**src/rtl/switch_conditioner_if.sv**
```systemverilog
// ============================================================================
// Module  : switch_conditioner_if
// Purpose : Switch/lock inputs and move-strobe outputs between board and frog
//           movement controller.
// Revision: 1.0
// ============================================================================
`default_nettype none

interface switch_conditioner_if;
  logic       switch1;
  logic       switch2;
  logic       switch3;
  logic       switch4;
  logic       lock;
  logic       move_pulse;
  logic [1:0] move_dir;
  logic [3:0] held;

  // Board/stimulus side drives the raw switches and lock.
  modport master (
    output switch1, switch2, switch3, switch4, lock,
    input  move_pulse, move_dir, held
  );

  // Conditioner side.
  modport slave (
    input  switch1, switch2, switch3, switch4, lock,
    output move_pulse, move_dir, held
  );
endinterface

`default_nettype wire

```
**src/rtl/switch_conditioner.sv**
```systemverilog
// ============================================================================
// Module  : switch_conditioner
// Purpose : Synchronise and debounce four board switches, arbitrate them into
//           single-cycle move strobes with hold-to-repeat.
// Revision: 1.0
// ============================================================================
`default_nettype none

module switch_conditioner #(
  parameter int DEBOUNCE_CYCLES = 250000,
  parameter int REPEAT_DELAY    = 12500000,
  parameter int REPEAT_RATE     = 5000000,
  parameter int CNT_W           = 24
) (
  input  logic                 clk,
  input  logic                 reset,
  switch_conditioner_if.slave  sw_if
);

  localparam logic [CNT_W-1:0] c_DEB_LAST   = CNT_W'(DEBOUNCE_CYCLES - 1);
  localparam logic [CNT_W-1:0] c_DELAY_LAST = CNT_W'(REPEAT_DELAY - 1);
  localparam logic [CNT_W-1:0] c_RATE_LAST  = CNT_W'(REPEAT_RATE - 1);

  typedef enum logic [1:0] {
    IDLE       = 2'd0,
    HOLD_DELAY = 2'd1,
    REPEAT     = 2'd2
  } state_t;

  logic [3:0] w_raw;
  logic [3:0] r_sync0;
  logic [3:0] r_sync1;
  logic [3:0] w_held;
  logic [3:0] r_held_q;
  logic [3:0] w_rise;

  assign w_raw = {sw_if.switch4, sw_if.switch3, sw_if.switch2, sw_if.switch1};

  always_ff @(posedge clk or posedge reset) begin
    if (reset) begin
      r_sync0  <= 4'b0000;
      r_sync1  <= 4'b0000;
      r_held_q <= 4'b0000;
    end else begin
      r_sync0  <= w_raw;
      r_sync1  <= r_sync0;
      r_held_q <= w_held;
    end
  end

  generate
    for (genvar i = 0; i < 4; i++) begin : g_debounce
      logic             r_stable;
      logic [CNT_W-1:0] r_cnt;

      always_ff @(posedge clk or posedge reset) begin
        if (reset) begin
          r_stable <= 1'b0;
          r_cnt    <= '0;
        end else if (r_sync1[i] == r_stable) begin
          r_cnt <= '0;
        end else if (r_cnt == c_DEB_LAST) begin
          r_stable <= ~r_stable;
          r_cnt    <= '0;
        end else begin
          r_cnt <= r_cnt + CNT_W'(1);
        end
      end

      assign w_held[i] = r_stable;
    end
  endgenerate

  assign w_rise = w_held & ~r_held_q;

  state_t           r_state;
  state_t           w_state_nxt;
  logic [1:0]       r_owner;
  logic [1:0]       w_owner_nxt;
  logic [CNT_W-1:0] r_rcnt;
  logic [CNT_W-1:0] w_rcnt_nxt;
  logic             r_pulse;
  logic             w_pulse_nxt;
  logic [1:0]       r_dir;
  logic [1:0]       w_dir_nxt;
  logic [1:0]       w_first;
  logic [CNT_W-1:0] w_limit;

  // Lowest-numbered switch wins when several rise together.
  always_comb begin
    w_first = 2'd3;
    if (w_rise[0])      w_first = 2'd0;
    else if (w_rise[1]) w_first = 2'd1;
    else if (w_rise[2]) w_first = 2'd2;
  end

  assign w_limit = (r_state == REPEAT) ? c_RATE_LAST : c_DELAY_LAST;

  always_comb begin
    w_state_nxt = r_state;
    w_owner_nxt = r_owner;
    w_rcnt_nxt  = r_rcnt;
    w_pulse_nxt = 1'b0;
    w_dir_nxt   = r_dir;
    if (sw_if.lock) begin
      w_state_nxt = IDLE;
    end else begin
      case (r_state)
        IDLE: begin
          if (|w_rise) begin
            w_pulse_nxt = 1'b1;
            w_owner_nxt = w_first;
            w_dir_nxt   = w_first;
            w_rcnt_nxt  = '0;
            w_state_nxt = HOLD_DELAY;
          end
        end
        HOLD_DELAY, REPEAT: begin
          // Owner release takes precedence over anything else this cycle.
          if (!w_held[r_owner]) begin
            w_state_nxt = IDLE;
          end else if (r_rcnt == w_limit) begin
            w_pulse_nxt = 1'b1;
            w_dir_nxt   = r_owner;
            w_rcnt_nxt  = '0;
            w_state_nxt = REPEAT;
          end else begin
            w_rcnt_nxt = r_rcnt + CNT_W'(1);
          end
        end
        default: w_state_nxt = IDLE;
      endcase
    end
  end

  always_ff @(posedge clk or posedge reset) begin
    if (reset) begin
      r_state <= IDLE;
      r_owner <= 2'd0;
      r_rcnt  <= '0;
      r_pulse <= 1'b0;
      r_dir   <= 2'd0;
    end else begin
      r_state <= w_state_nxt;
      r_owner <= w_owner_nxt;
      r_rcnt  <= w_rcnt_nxt;
      r_pulse <= w_pulse_nxt;
      r_dir   <= w_dir_nxt;
    end
  end

  assign sw_if.move_pulse = r_pulse;
  assign sw_if.move_dir   = r_dir;
  assign sw_if.held       = w_held;

endmodule

`default_nettype wire

```
**src/flat_wrapper.sv**
```systemverilog
// flat-port wrapper written by rule: the top's interface ports become plain ports
module switch_conditioner_flat 
#(
  parameter int DEBOUNCE_CYCLES = 250000,
  parameter int REPEAT_DELAY    = 12500000,
  parameter int REPEAT_RATE     = 5000000,
  parameter int CNT_W           = 24
)
  (clk, reset, sw_if_switch1, sw_if_switch2, sw_if_switch3, sw_if_switch4, sw_if_lock, sw_if_move_pulse, sw_if_move_dir, sw_if_held);
  switch_conditioner_if sw_if_i ();
  input  logic clk;
  input  logic reset;
  input wire logic [$bits(sw_if_i.switch1)-1:0] sw_if_switch1;
  input wire logic [$bits(sw_if_i.switch2)-1:0] sw_if_switch2;
  input wire logic [$bits(sw_if_i.switch3)-1:0] sw_if_switch3;
  input wire logic [$bits(sw_if_i.switch4)-1:0] sw_if_switch4;
  input wire logic [$bits(sw_if_i.lock)-1:0] sw_if_lock;
  output wire logic [$bits(sw_if_i.move_pulse)-1:0] sw_if_move_pulse;
  output wire logic [$bits(sw_if_i.move_dir)-1:0] sw_if_move_dir;
  output wire logic [$bits(sw_if_i.held)-1:0] sw_if_held;
  assign sw_if_i.switch1 = sw_if_switch1;
  assign sw_if_i.switch2 = sw_if_switch2;
  assign sw_if_i.switch3 = sw_if_switch3;
  assign sw_if_i.switch4 = sw_if_switch4;
  assign sw_if_i.lock = sw_if_lock;
  assign sw_if_move_pulse = sw_if_i.move_pulse;
  assign sw_if_move_dir = sw_if_i.move_dir;
  assign sw_if_held = sw_if_i.held;
  switch_conditioner #(.DEBOUNCE_CYCLES(DEBOUNCE_CYCLES), .REPEAT_DELAY(REPEAT_DELAY), .REPEAT_RATE(REPEAT_RATE), .CNT_W(CNT_W)) u_core (.clk(clk), .reset(reset), .sw_if(sw_if_i));
endmodule
```
**config.mk**
```make
export PLATFORM = sky130hd
export DESIGN_NAME = switch_conditioner_flat
export DESIGN_NICKNAME = d
export VERILOG_FILES = /design/src/rtl/switch_conditioner_if.sv /design/src/rtl/switch_conditioner.sv /design/src/flat_wrapper.sv
export SDC_FILE = /design/constraint.sdc
export NUM_CORES = 1
export LEC_CHECK = 0
export ABC_AREA = 1
export BUFFER_PORTS_ARGS = -buffer_cell sky130_fd_sc_hd__buf_2
export CAP_MARGIN = 20
export CORE_MARGIN = 2
export CORE_UTILIZATION = 69
export DETAILED_ROUTE_END_ITERATION = 12
export HOLD_SLACK_MARGIN = 0.15
export PLACE_DENSITY = 0.86
export SETUP_SLACK_MARGIN = 0.3
export SKIP_LAST_GASP = 1
export SYNTH_ARGS = -nofsm -noshare
export SYNTH_HDL_FRONTEND = slang
export SYNTH_SLANG_ARGS = --single-unit
export TNS_END_PERCENT = 100
```
**constraint.sdc**
```tcl
create_clock -name clk -period 13.8 [get_ports clk]
set_clock_uncertainty 0.2 [all_clocks]
set_input_delay 2.07 -clock clk [delete_from_list [all_inputs] [get_ports clk]]
set_output_delay 2.07 -clock clk [all_outputs]
set_load 0.05 [all_outputs]
```
==> results of run 1 <==
-- per-stage QoR --
stage          setup WS, ps  hold slack [ps]  utilization [%]  total power, mW
2_1_floorplan          7690              131                -            0.450
3_3_place_gp          10120              133             71.0            0.456
3_5_place_dp          10100              138             71.0            0.457
4_1_cts               10260              151             75.7            0.922
5_1_grt               10240              157             75.7            0.945
6_report              10280              151             75.7            0.915
-- path summary, 6_finish.rpt --
kind / depth (start not counted) / end / slack, ps / startpoint
max: 1 / sw_if_held[2] / 10280 / u_core.g_debounce[2].r_stable
min: 0 / u_core.r_sync1[3] / 150 / u_core.r_sync0[3]
max reg2reg: 13 / u_core.r_rcnt[12] / 11000 / u_core.r_state[0]
min reg2reg: 0 / u_core.r_sync1[3] / 150 / u_core.r_sync0[3]
max in group asynchronous: 3 / u_core.g_debounce[3].r_cnt[21] / 10610 / reset
min in group asynchronous: 2 / u_core.g_debounce[1].r_cnt[3] / 1600 / reset
-- final cells by class --
cell class                 count  area (um^2)  share of cell area [%]
sequential                   143         3580                    37.8
tap                          172          215                    2.27
inverter                     167          637                    6.72
timing repair buffer          14         72.6                   0.766
clock buffer                  19          433                    4.57
clock inverter                13          163                    1.72
multi-input combinational    874         4380                    46.2
-- layer usage --
layer | track usage (%) | wire length, um
met2 | 51.0 | 9560
met4 | 10.5 | 403
met1 | 44.5 | 9390
met3 | 6.07 | 1150
met5 | 0 | 0
-- power groups by stage --
| stage | combinational, mW | sequential (mW) | clock [mW] |
|---|---|---|---|
| after CTS | 0.0227 | 0.427 | 0.472 |
| after floorplan | 0.0162 | 0.434 | 0 |
| after global placement | 0.0220 | 0.434 | 0 |
| after detailed placement | 0.0222 | 0.434 | 0 |
| final | 0.0222 | 0.427 | 0.466 |
| after global routing | 0.0261 | 0.428 | 0.491 |
-- worst reg2reg max path, cell delays in order (launching register included) --
cell,delay [ps]
dfrtp_1,410
inv_1,90
ha_1,750
inv_2,200
nand2_1,160
nand2_1,60
nor2_1,90
nand2_1,70
nor2_2,110
nand3_2,140
nand2_4,140
nand2_4,130
nand2_1,100
nor2_1,40
-- cells by family after synthesis --
| kind of cell | Yosys count |
|---|---|
| AOI/OAI and AO/OA | 60 |
| DFF | 143 |
| and+or+nand+nor | 758 |
| buffers and inverters | 188 |
| adders and majority gates | 8 |
| xor gates and xnor gates | 48 |
-- cells in the final DEF (no fill, tap or decap), types with 14 or more instances in the layout --
master,n
a21oi_1,29
xor2_1,40
nor2_1,213
nand3_1,76
nor3_1,65
nand2_1,277
nor2_2,14
dfrtp_1,143
inv_2,14
inv_1,150
nand4_1,38
clkbuf_16,17
o21ai_0,19
-- state kept, by name, indices dropped and copies added, names as in the netlist, 4 cells and up --
signal / count
u_core.r_rcnt: 24
u_core.g_debounce.r_cnt: 96
u_core.r_sync0: 4
u_core.r_held_q: 4
u_core.g_debounce.r_stable: 4
u_core.r_sync1: 4
==> summary.md, run 1 <==
| Metric | Value |
|---|---|
| Status | `complete, no violations` |
| Combinational share of power | `2.4%` |
| Fin crit share | `25.5%` |
| Unrepaired setup endpoints after global routing | `no` |
| Switching Fraction | `22.1%` |
| Startpoint types | `flop` |
| Top cells by area, synth | `dfrtp_1 41%, nand2_1 12%, nor2_1 9.1%` |
| Dominant synthesized flop cell | `dfrtp_1` |
| WL final | `a little over 20 mm` |
| Synth Area in Adders | `1.14%` |
| Detailed-route DRC error count | `0` |
| DPL Wire Length | `14.1 mm` |
| Synth Area in Compound Gates | `roughly 3.8%` |
| Total core area | `12500 um^2` |
| Max Freq | `approximately 0.28 GHz` |
| Post-Place Cell Area | `between 8000 and 9000 um^2` |
| First-pass GRT wire length | `approximately 34 mm` |
| Routed vias | `7796` |
| Number of synthesized flops with an enable pin | `0` |
| Critical Path AT | `1250 ps` |
| Main combinational cell family by area after synthesis | `simple AND/OR/NAND/NOR gates` |
| Final Non-Filler Cells | `approximately 1400` |
| GRT Total Usage | `32.0%` |
| Remaining Overflow, GRT | `0` |
| CP max FO | `7` |
| Hold Violations, Final | `0` |
| Cells after DPL | `1370` |
| Setup bufs post-CTS | `0` |
| Worst Max-Slew Pin Slew | `between 800 and 900 ps` |
| Final Setup Violations | `0` |
| DRT Pass-1 Iters | `8` |
| Worst vdd ir | `0.132 mV` |
| DIE WIDTH | `117 um` |
| CP Class | `reg -> out` |
| CTS Buffer Depth | `2` |
| Drt wl/cell | `14.6 um` |
| Initial Utilization | `70.0%` |
| Max-slew headroom | `40.4%` |
| Synthesis warning total | `0` |
| Crit-path cells | `buf_2` |
| Placer Congestion | `0.948` |
| Largest net degree at the start of global routing | `between 80 and 90` |
| Root buf cell | `clkbuf_16` |
| Simple-gate share of the synthesized area | `40.2%` |
| Insertion delay to the later sink of the worst-skew pair | `420 ps` |
| Die Y | `117 um` |
| Yosys reg bits | `143` |
| Final period demand of the worst path | `3520 ps` |
| Max-Cap Viols | `0` |
| HP Class | `reg -> reg` |
| Clock power frac | `between 50 and 60%` |
| Post-DRT Antenna Nets | `0` |
| Vias/cell | `5.56` |
| Sequential fraction of the synthesis area | `40.9%` |
| Syn avg cell area | `between 7 and 8 um^2` |
| Cells after Synth | `1205` |
| CP delay by family, top | `flip-flops` |
| CP max stage cell | `dfrtp_1` |
| Post-Synthesis Cell Area | `8760 um^2` |
| Filler cell count | `999` |
| Number of port buffers | `13` |
| Layout Nets | `approximately 1200` |
| Area Overhead vs Synth | `8.23%` |
| Ys async rst share | `100%` |
| XOR/XNOR Fraction of Synth Area | `4.80%` |
| N_diodes | `0` |
| Boundary Pins | `14` |
| Most frequent cells after synthesis | `277 x nand2_1, 213 x nor2_1, 151 x inv_1` |
| Layout cell share with drive strength beyond 1 | `a little over a tenth` |
| Data required, critical path | `11530 ps` |
| CTS buffer count | `17` |
| Setup crit end kind | `output port` |
| Resized cells post-CTS | `0` |
| Buf/Inv on CP | `1` |
| TritonCTS clock tree | `built` |
| Switching pwr | `~200 uW` |
| Hold buffers post-CTS | `0` |
| Netlist cell types | `44` |
| PwrDens | `96.6 nW/um^2` |
| Die area | `13600 um^2` |
| Critical path's largest stage delay | `510 ps` |
| Number of DRC markers in iteration 0 | `a little over 700` |
| Most repeated cell in the gate-level netlist after synthesis | `nand2_1` |
| Slew Viols, Final | `0` |
| Setup TNS | `0 ps` |
| Post-synthesis mux area share | `0%` |
| Sink Count | `143` |
| Synth area leader | `dfrtp_1` |
| CTS H-tree lvls | `4` |
| Leak | `between 4 and 5 nW` |
| Post-route cell area | `9480 um^2` |
| Vias in the first global route | `roughly 7300` |
| Power share of the sequential group | `46.7%` |
| Antenna violations before repair | `0` |
| Top cell type's share of synthesized area | `40.9%` |
| Internal power | `713 uW` |
| Syn Nets | `1220` |
| Reg clk slew, reported paths | `60 ps` |
| Rows | `41` |
Power figures use the tool's default switching activity.
==> inputs of run 2 (changes only) <==
--- a/config.mk
+++ b/config.mk
@@ -9,10 +9,10 @@
 export BUFFER_PORTS_ARGS = -buffer_cell sky130_fd_sc_hd__buf_2
 export CAP_MARGIN = 20
 export CORE_MARGIN = 2
-export CORE_UTILIZATION = 69
+export CORE_UTILIZATION = 58
 export DETAILED_ROUTE_END_ITERATION = 12
 export HOLD_SLACK_MARGIN = 0.15
-export PLACE_DENSITY = 0.86
+export PLACE_DENSITY = 0.77
 export SETUP_SLACK_MARGIN = 0.3
 export SKIP_LAST_GASP = 1
 export SYNTH_ARGS = -nofsm -noshare
==> constraint.sdc (replaced) <==
create_clock -name clk -period 3.1 [get_ports clk]
set_clock_uncertainty 0.2 [all_clocks]
set_input_delay 0.465 -clock clk [delete_from_list [all_inputs] [get_ports clk]]
set_output_delay 0.465 -clock clk [all_outputs]
set_load 0.05 [all_outputs]
==> run 2 against run 1 <==
Against the previous run:
- total power increased to 4.5 times the previous value
- register-to-register slack got worse by 10000 ps
- setup slack got worse by 9700 ps
- final area increased by 1.3%
- clock power increased to 4.6 times the previous value
- combinational power increased to 4.8 times the previous value
- via count decreased by 1.6%
- non-clock buffer count increased by 9
- wire length decreased by 3.9%
- final cell count increased by 1.4%
- sequential power increased to 4.4 times the previous value
- worst hold slack got worse by 1.9 ps
==> summary.md, run 2 (synthesized netlist as in run 1, its figures left out) <==
| Metric | Value |
|---|---|
| Status | `complete, no violations` |
| Vias in the first global route | `7482 (+2.5%)` |
| Insertion delay to the later sink of the worst-skew pair | `430 ps (about the same)` |
| Fin crit share | `79.8%` |
| Startpoint types | `flop` |
| Resized cells post-CTS | `0 (unchanged)` |
| First-pass GRT wire length | `34.1 mm (-0.94%)` |
| CTS H-tree lvls | `4 (unchanged)` |
| Area Overhead vs Synth | `9.66%` |
| Slew Viols, Final | `0 (unchanged)` |
| Antenna violations before repair | `0 (unchanged)` |
| Die area | `16100 um^2 (+18%)` |
| Cells on worst reg2reg path | `9 (-4)` |
| Max-Cap Viols | `0 (unchanged)` |
| Critical Path AT | `2580 ps (+1330 ps)` |
| Layout cell share with drive strength beyond 1 | `10.7% (+0.26 points)` |
| Setup crit end kind | `flop` |
| Cells after DPL | `1386 (+1.2%)` |
| Hold buffers post-CTS | `5 (+5)` |
| Root buf cell | `clkbuf_16` |
| PwrDens | `430 nW/um^2 (+350%)` |
| Initial Utilization | `59.8% (-10 points)` |
| DIE WIDTH | `127 um (+8.8%)` |
| Post-Place Cell Area | `8940 um^2 (+0.63%)` |
| Rows | `44 (+7.3%)` |
| Reg clk slew, reported paths | `60 ps (about the same)` |
| Final Non-Filler Cells | `1422 (+1.4%)` |
| Max-slew headroom | `60.2% (+20 points)` |
| CP Class | `reg -> reg` |
| DPL Wire Length | `14.3 mm (+1.5%)` |
| Post-DRT Antenna Nets | `0 (unchanged)` |
| Drt wl/cell | `13.9 um (-5.3%)` |
| Max reg flops | `96 (unchanged)` |
| Number of DRC markers in iteration 0 | `633 (-12%)` |
| Worst hold slack | `149 ps (-1.93 ps)` |
| Post-route cell area | `9600 um^2 (+1.3%)` |
| HP Class | `reg -> reg` |
| WL final | `19.7 mm (-3.9%)` |
| Max Freq | `0.404 GHz` |
| Largest net degree at the start of global routing | `73 (-18%)` |
| Sink Count | `143 (unchanged)` |
| Most frequent cells in the layout | `277 x nand2_1, 213 x nor2_1, 150 x inv_1, 143 x dfrtp_1, 76 x nand3_1` |
| Die Y | `127 um (+8.8%)` |
| Commonest non-fill, non-tap cell in the layout | `nand2_1` |
| Biggest register | `u_core.g_debounce.r_cnt` |
| Layout Nets | `1241 (+0.73%)` |
| Worst Max-Slew Pin Slew | `593 ps (-302 ps)` |
| Vias/cell | `5.39 (-3.0%)` |
| Remaining Overflow, GRT | `0 (unchanged)` |
| N_diodes | `0 (unchanged)` |
| DRT Pass-1 Iters | `5 (-3)` |
| CTS buffer count | `17 (unchanged)` |
| TritonCTS clock tree | `built` |
| Routed vias | `7670 (-1.6%)` |
| Setup bufs post-CTS | `0 (unchanged)` |
| Placer Congestion | `0.989 (+4.4%)` |
| GRT Total Usage | `26.0% (-6.0 points)` |
| Detailed-route DRC error count | `0 (unchanged)` |
| Worst vdd ir | `0.500 mV (+280%)` |
| Leak | `4.38 nW (+1.3%)` |
| Reg2reg setup slack | `630 ps (-10370 ps)` |
| Final period demand of the worst path | `2470 ps` |
| Unrepaired setup endpoints after global routing | `no` |
| Data required, critical path | `3210 ps (-8320 ps)` |
| Hold depth | `0 (unchanged)` |
| Total core area | `14600 um^2 (+17%)` |
| CP max FO | `18 (+11)` |
| Hold Violations, Final | `0 (unchanged)` |
| Setup TNS | `0 ps (unchanged)` |
| CTS Buffer Depth | `2 (unchanged)` |
| Boundary Pins | `14 (unchanged)` |
| Number of port buffers | `13 (unchanged)` |
| Final Setup Violations | `0 (unchanged)` |
| Top Registers | `u_core.g_debounce.r_cnt (96), u_core.r_rcnt (24)` |
[run 2: cell count changes in the layout (fill, tap and decap cells not counted), sizes merged]
cell / delta
buf: +4
clkbuf: +1
dlygate4sd3: +5
clkinvlp: -1
inv: -2
clkinv: +1
[run 2: where the power goes]
group          internal, mW  total (mW)  switching (mW)  leakage, nW
combinational        0.0282       0.107          0.0785         2.15
sequential             1.88        1.90          0.0153         1.93
clock                  1.31        2.13           0.811        0.299
[run 2: per-layer routing]
layer  track usage (%)  wire length, um  up-vias
li1                  -                -     3871
met1              33.2             8800     3545
met2              43.8             9520      210
met3              5.99              979       44
met4              9.05              408        0
met5                 0                0        -
[run 2: through the flow]
step	setup slack (ps)	total power [mW]	utilization (%)
3_3_place_gp	724	2.04	61.0
6_report	627	4.13	65.6
2_1_floorplan	644	2.00	-
5_1_grt	463	4.26	65.6
3_5_place_dp	661	2.04	61.0
4_1_cts	654	4.17	65.6
[run 2: path summary, 6_finish.rpt]
check / from / endpoint
setup / recovery: u_core.r_state[1] / u_core.r_rcnt[16]
hold reg to reg: u_core.r_sync0[1] / u_core.r_sync1[1]
hold / removal: u_core.r_sync0[1] / u_core.r_sync1[1]
max in group asynchronous: reset / u_core.sw_if.move_dir[1]
min in group asynchronous: reset / u_core.g_debounce[1].r_cnt[21]
setup reg to reg: u_core.r_state[1] / u_core.r_rcnt[16]
[run 2: cell type report]
type                    instances  area (um^2)
fillers                      1244         5040
multi-input cells             874         4380
flip-flops and latches        143         3580
inverters                     167          636
clock buffers                  20          457
well taps                     184          230
repair buffers                 23          165
clock inverters                11          158
[run 2: worst max-delay path: stages (launching register included)]
cell and delay [ps]:
dfrtp_1 390, inv_1 60, ha_1 500, inv_1 230, a21oi_4 180, nand3_4 260
inv_6 240, nand2_4 140, nand2_1 100, nor2_1 40
==> inputs of run 3 (changes only) <==
--- a/config.mk
+++ b/config.mk
@@ -9,10 +9,10 @@
 export BUFFER_PORTS_ARGS = -buffer_cell sky130_fd_sc_hd__buf_2
 export CAP_MARGIN = 20
 export CORE_MARGIN = 2
-export CORE_UTILIZATION = 58
+export CORE_UTILIZATION = 64
 export DETAILED_ROUTE_END_ITERATION = 12
 export HOLD_SLACK_MARGIN = 0.15
-export PLACE_DENSITY = 0.77
+export PLACE_DENSITY = 0.81
 export SETUP_SLACK_MARGIN = 0.3
 export SKIP_LAST_GASP = 1
 export SYNTH_ARGS = -nofsm -noshare
==> constraint.sdc (replaced) <==
create_clock -name clk -period 2.5 [get_ports clk]
set_clock_uncertainty 0.2 [all_clocks]
set_input_delay 0.375 -clock clk [delete_from_list [all_inputs] [get_ports clk]]
set_output_delay 0.375 -clock clk [all_outputs]
set_load 0.05 [all_outputs]
==> run 3 against run 2 <==
Against the previous run:
- flip-flop and latch count did not move
- total power rose by 20%
- core utilization rose by 7.2 points
- global-route usage rose by 3.4 points
==> summary.md, run 3 (synthesized netlist as in run 1, its figures left out) <==
| Metric | Value |
|---|---|
| Status | `complete, no violations` |
| Total power | `4.95 mW (+20%)` |
| Die area | `14600 um^2 (-9.1%)` |
| CP delay by family, top | `buffers and inverters` |
| Max-slew headroom | `62.7% (+2.5 points)` |
| Vias in the first global route | `7337 (-1.9%)` |
| Rows | `42 (-4.5%)` |
| Largest net degree at the start of global routing | `62 (-15%)` |
| Critical Path AT | `2170 ps (-410 ps)` |
| WL final | `20.4 mm (+3.4%)` |
| GRT Total Usage | `29.4% (+3.4 points)` |
| PwrDens | `511 nW/um^2 (+19%)` |
| CP max FO | `9 (-9)` |
| Number of DRC markers in iteration 0 | `1085 (+71%)` |
| Root buf cell | `clkbuf_16` |
| Detailed-route DRC error count | `0 (unchanged)` |
| FF-to-FF Start | `u_core.r_state[0]` |
| Layout cell share with drive strength beyond 1 | `11.4% (+0.72 points)` |
| Drt wl/cell | `14.3 um (+3.4%)` |
| Final Setup Violations | `0 (unchanged)` |
| Max Freq | `0.485 GHz (+20%)` |
| Most frequent cells in the layout | `277 x nand2_1, 212 x nor2_1, 150 x inv_1, 143 x dfrtp_1, 76 x nand3_1` |
| Top Registers | `u_core.g_debounce.r_cnt (96), u_core.r_rcnt (24)` |
| Commonest non-fill, non-tap cell in the layout | `nand2_1` |
| Antenna violations before repair | `0 (unchanged)` |
| Data required, critical path | `2610 ps (-600 ps)` |
| HP Start | `u_core.r_sync0[0]` |
| Setup crit end kind | `flop` |
| Boundary Pins | `14 (unchanged)` |
| Critical path's largest stage delay | `370 ps (-130 ps)` |
| Post-Place Cell Area | `8950 um^2 (+0.20%)` |
| CTS Buffer Depth | `2 (unchanged)` |
| Post-route cell area | `9670 um^2 (+0.76%)` |
| Number of port buffers | `13 (unchanged)` |
| CP max stage cell | `dfrtp_1` |
| Cells after DPL | `1380 (-0.43%)` |
| First-pass GRT wire length | `34.5 mm (+1.3%)` |
| Max-Cap Viols | `0 (unchanged)` |
| Biggest register | `u_core.g_debounce.r_cnt` |
| HP Class | `reg -> reg` |
| CTS H-tree lvls | `4 (unchanged)` |
| Worst vdd ir | `0.703 mV (+41%)` |
| Crit-path cells | `inv_1 -> ha_1 -> buf_4 -> nand2_1 -> nand3_4 -> buf_12 -> buf_4 -> nor3_1 -> nor2_1` |
| Setup TNS | `0 ps (unchanged)` |
| CP Class | `reg -> reg` |
| Routed vias | `7808 (+1.8%)` |
| Worst Max-Slew Pin Slew | `555 ps (-37.7 ps)` |
| Max reg flops | `96 (unchanged)` |
| CP dominant cell by count | `buf_4` |
| Placer Congestion | `0.983 (-0.58%)` |
| Sink Count | `143 (unchanged)` |
| Area Overhead vs Synth | `10.5%` |
| DPL Wire Length | `14.1 mm (-1.7%)` |
| Vias/cell | `5.49 (+1.7%)` |
| Unrepaired setup endpoints after global routing | `no` |
| Remaining Overflow, GRT | `0 (unchanged)` |
| Dpl ws | `371 ps (-290 ps)` |
| CTS buffer count | `17 (unchanged)` |
| TritonCTS clock tree | `built` |
| Post-DRT Antenna Nets | `0 (unchanged)` |
| DRT Pass-1 Iters | `6 (+1)` |
| Leak | `4.40 nW (+0.55%)` |
| Critical path startpoint | `u_core.r_state[0]` |
| Layout Nets | `1249 (+0.64%)` |
| Insertion delay to the later sink of the worst-skew pair | `420 ps (about the same)` |
| Initial Utilization | `65.9% (+6.1 points)` |
| DIE WIDTH | `121 um (-4.7%)` |
| Die Y | `121 um (-4.7%)` |
| Fin crit share | `82.5% (+2.7 points)` |
| Slew Viols, Final | `0 (unchanged)` |
| Final period demand of the worst path | `2060 ps (-411 ps)` |
| Total core area | `13300 um^2 (-9.2%)` |
| Setup ws final | `438 ps (-189 ps)` |
| Buf/Inv on CP | `4 (+1)` |
| Final Non-Filler Cells | `1423 (+0.070%)` |
| N_diodes | `0 (unchanged)` |
| Hold Violations, Final | `0 (unchanged)` |
| Reg clk slew, reported paths | `60 ps (about the same)` |
| Startpoint types | `flop` |
==> run 3: cell count changes in the layout (fill, tap and decap cells not counted), moves of 2 or more <==
cell and change:
buf_12 +2, buf_4 +4, bufinv_16 -2, inv_6 +2, nor2_2 -2, nor2_4 +3
==> run 3: final cells by class <==
class                      instances  area [um^2]
timing repair buffer              30          246
sequential                       143         3580
tap                              176          220
inverter                         167          643
fill                            1033         3620
clock inverter                    12          123
multi-input combinational        875         4420
clock buffer                      20          447
==> run 3: path summary, 6_finish.rpt <==
path	endpoint	slack (ps)	cells past startpoint
max	u_core.r_rcnt[12]	440	9
min	u_core.r_sync1[0]	170	0
max reg2reg	u_core.r_rcnt[12]	440	9
min reg2reg	u_core.r_sync1[0]	170	0
max in group asynchronous	u_core.g_debounce[0].r_cnt[3]	1090	4
min in group asynchronous	u_core.g_debounce[1].r_cnt[20]	340	3
==> run 3: stage by stage <==
stage | hold WS [ps] | utilization, %
final | 171 | 72.8
after global routing | 181 | 72.8
after CTS | 175 | 72.0
after detailed placement | 162 | 67.4
after global placement | 133 | 67.4
after floorplan | 131 | -
==> run 3: metal layers <==
metal  up-vias  wire length (um)  GRT usage, %
li1       3912                 -             -
met1      3558              9130          40.7
met2       292              9610          47.4
met3        46              1270          5.31
met4         0               370          9.01
met5         -                 0             0
==> run 3: repair_timing <==
item                       in CTS  in global routing
hold buffers                    5                  0
setup buffers                   0                  5
setup endpoints to repair       0                 20
hold endpoints to repair       23                  0
gates resized for setup         0                  9
==> run 3: power breakdown <==
| part | leakage, nW | total, mW | switching [mW] | internal (mW) |
|---|---|---|---|---|
| logic | 2.20 | 0.138 | 0.101 | 0.0372 |
| clock network | 0.274 | 2.45 | 1.03 | 1.42 |
| registers | 1.93 | 2.36 | 0.0205 | 2.34 |
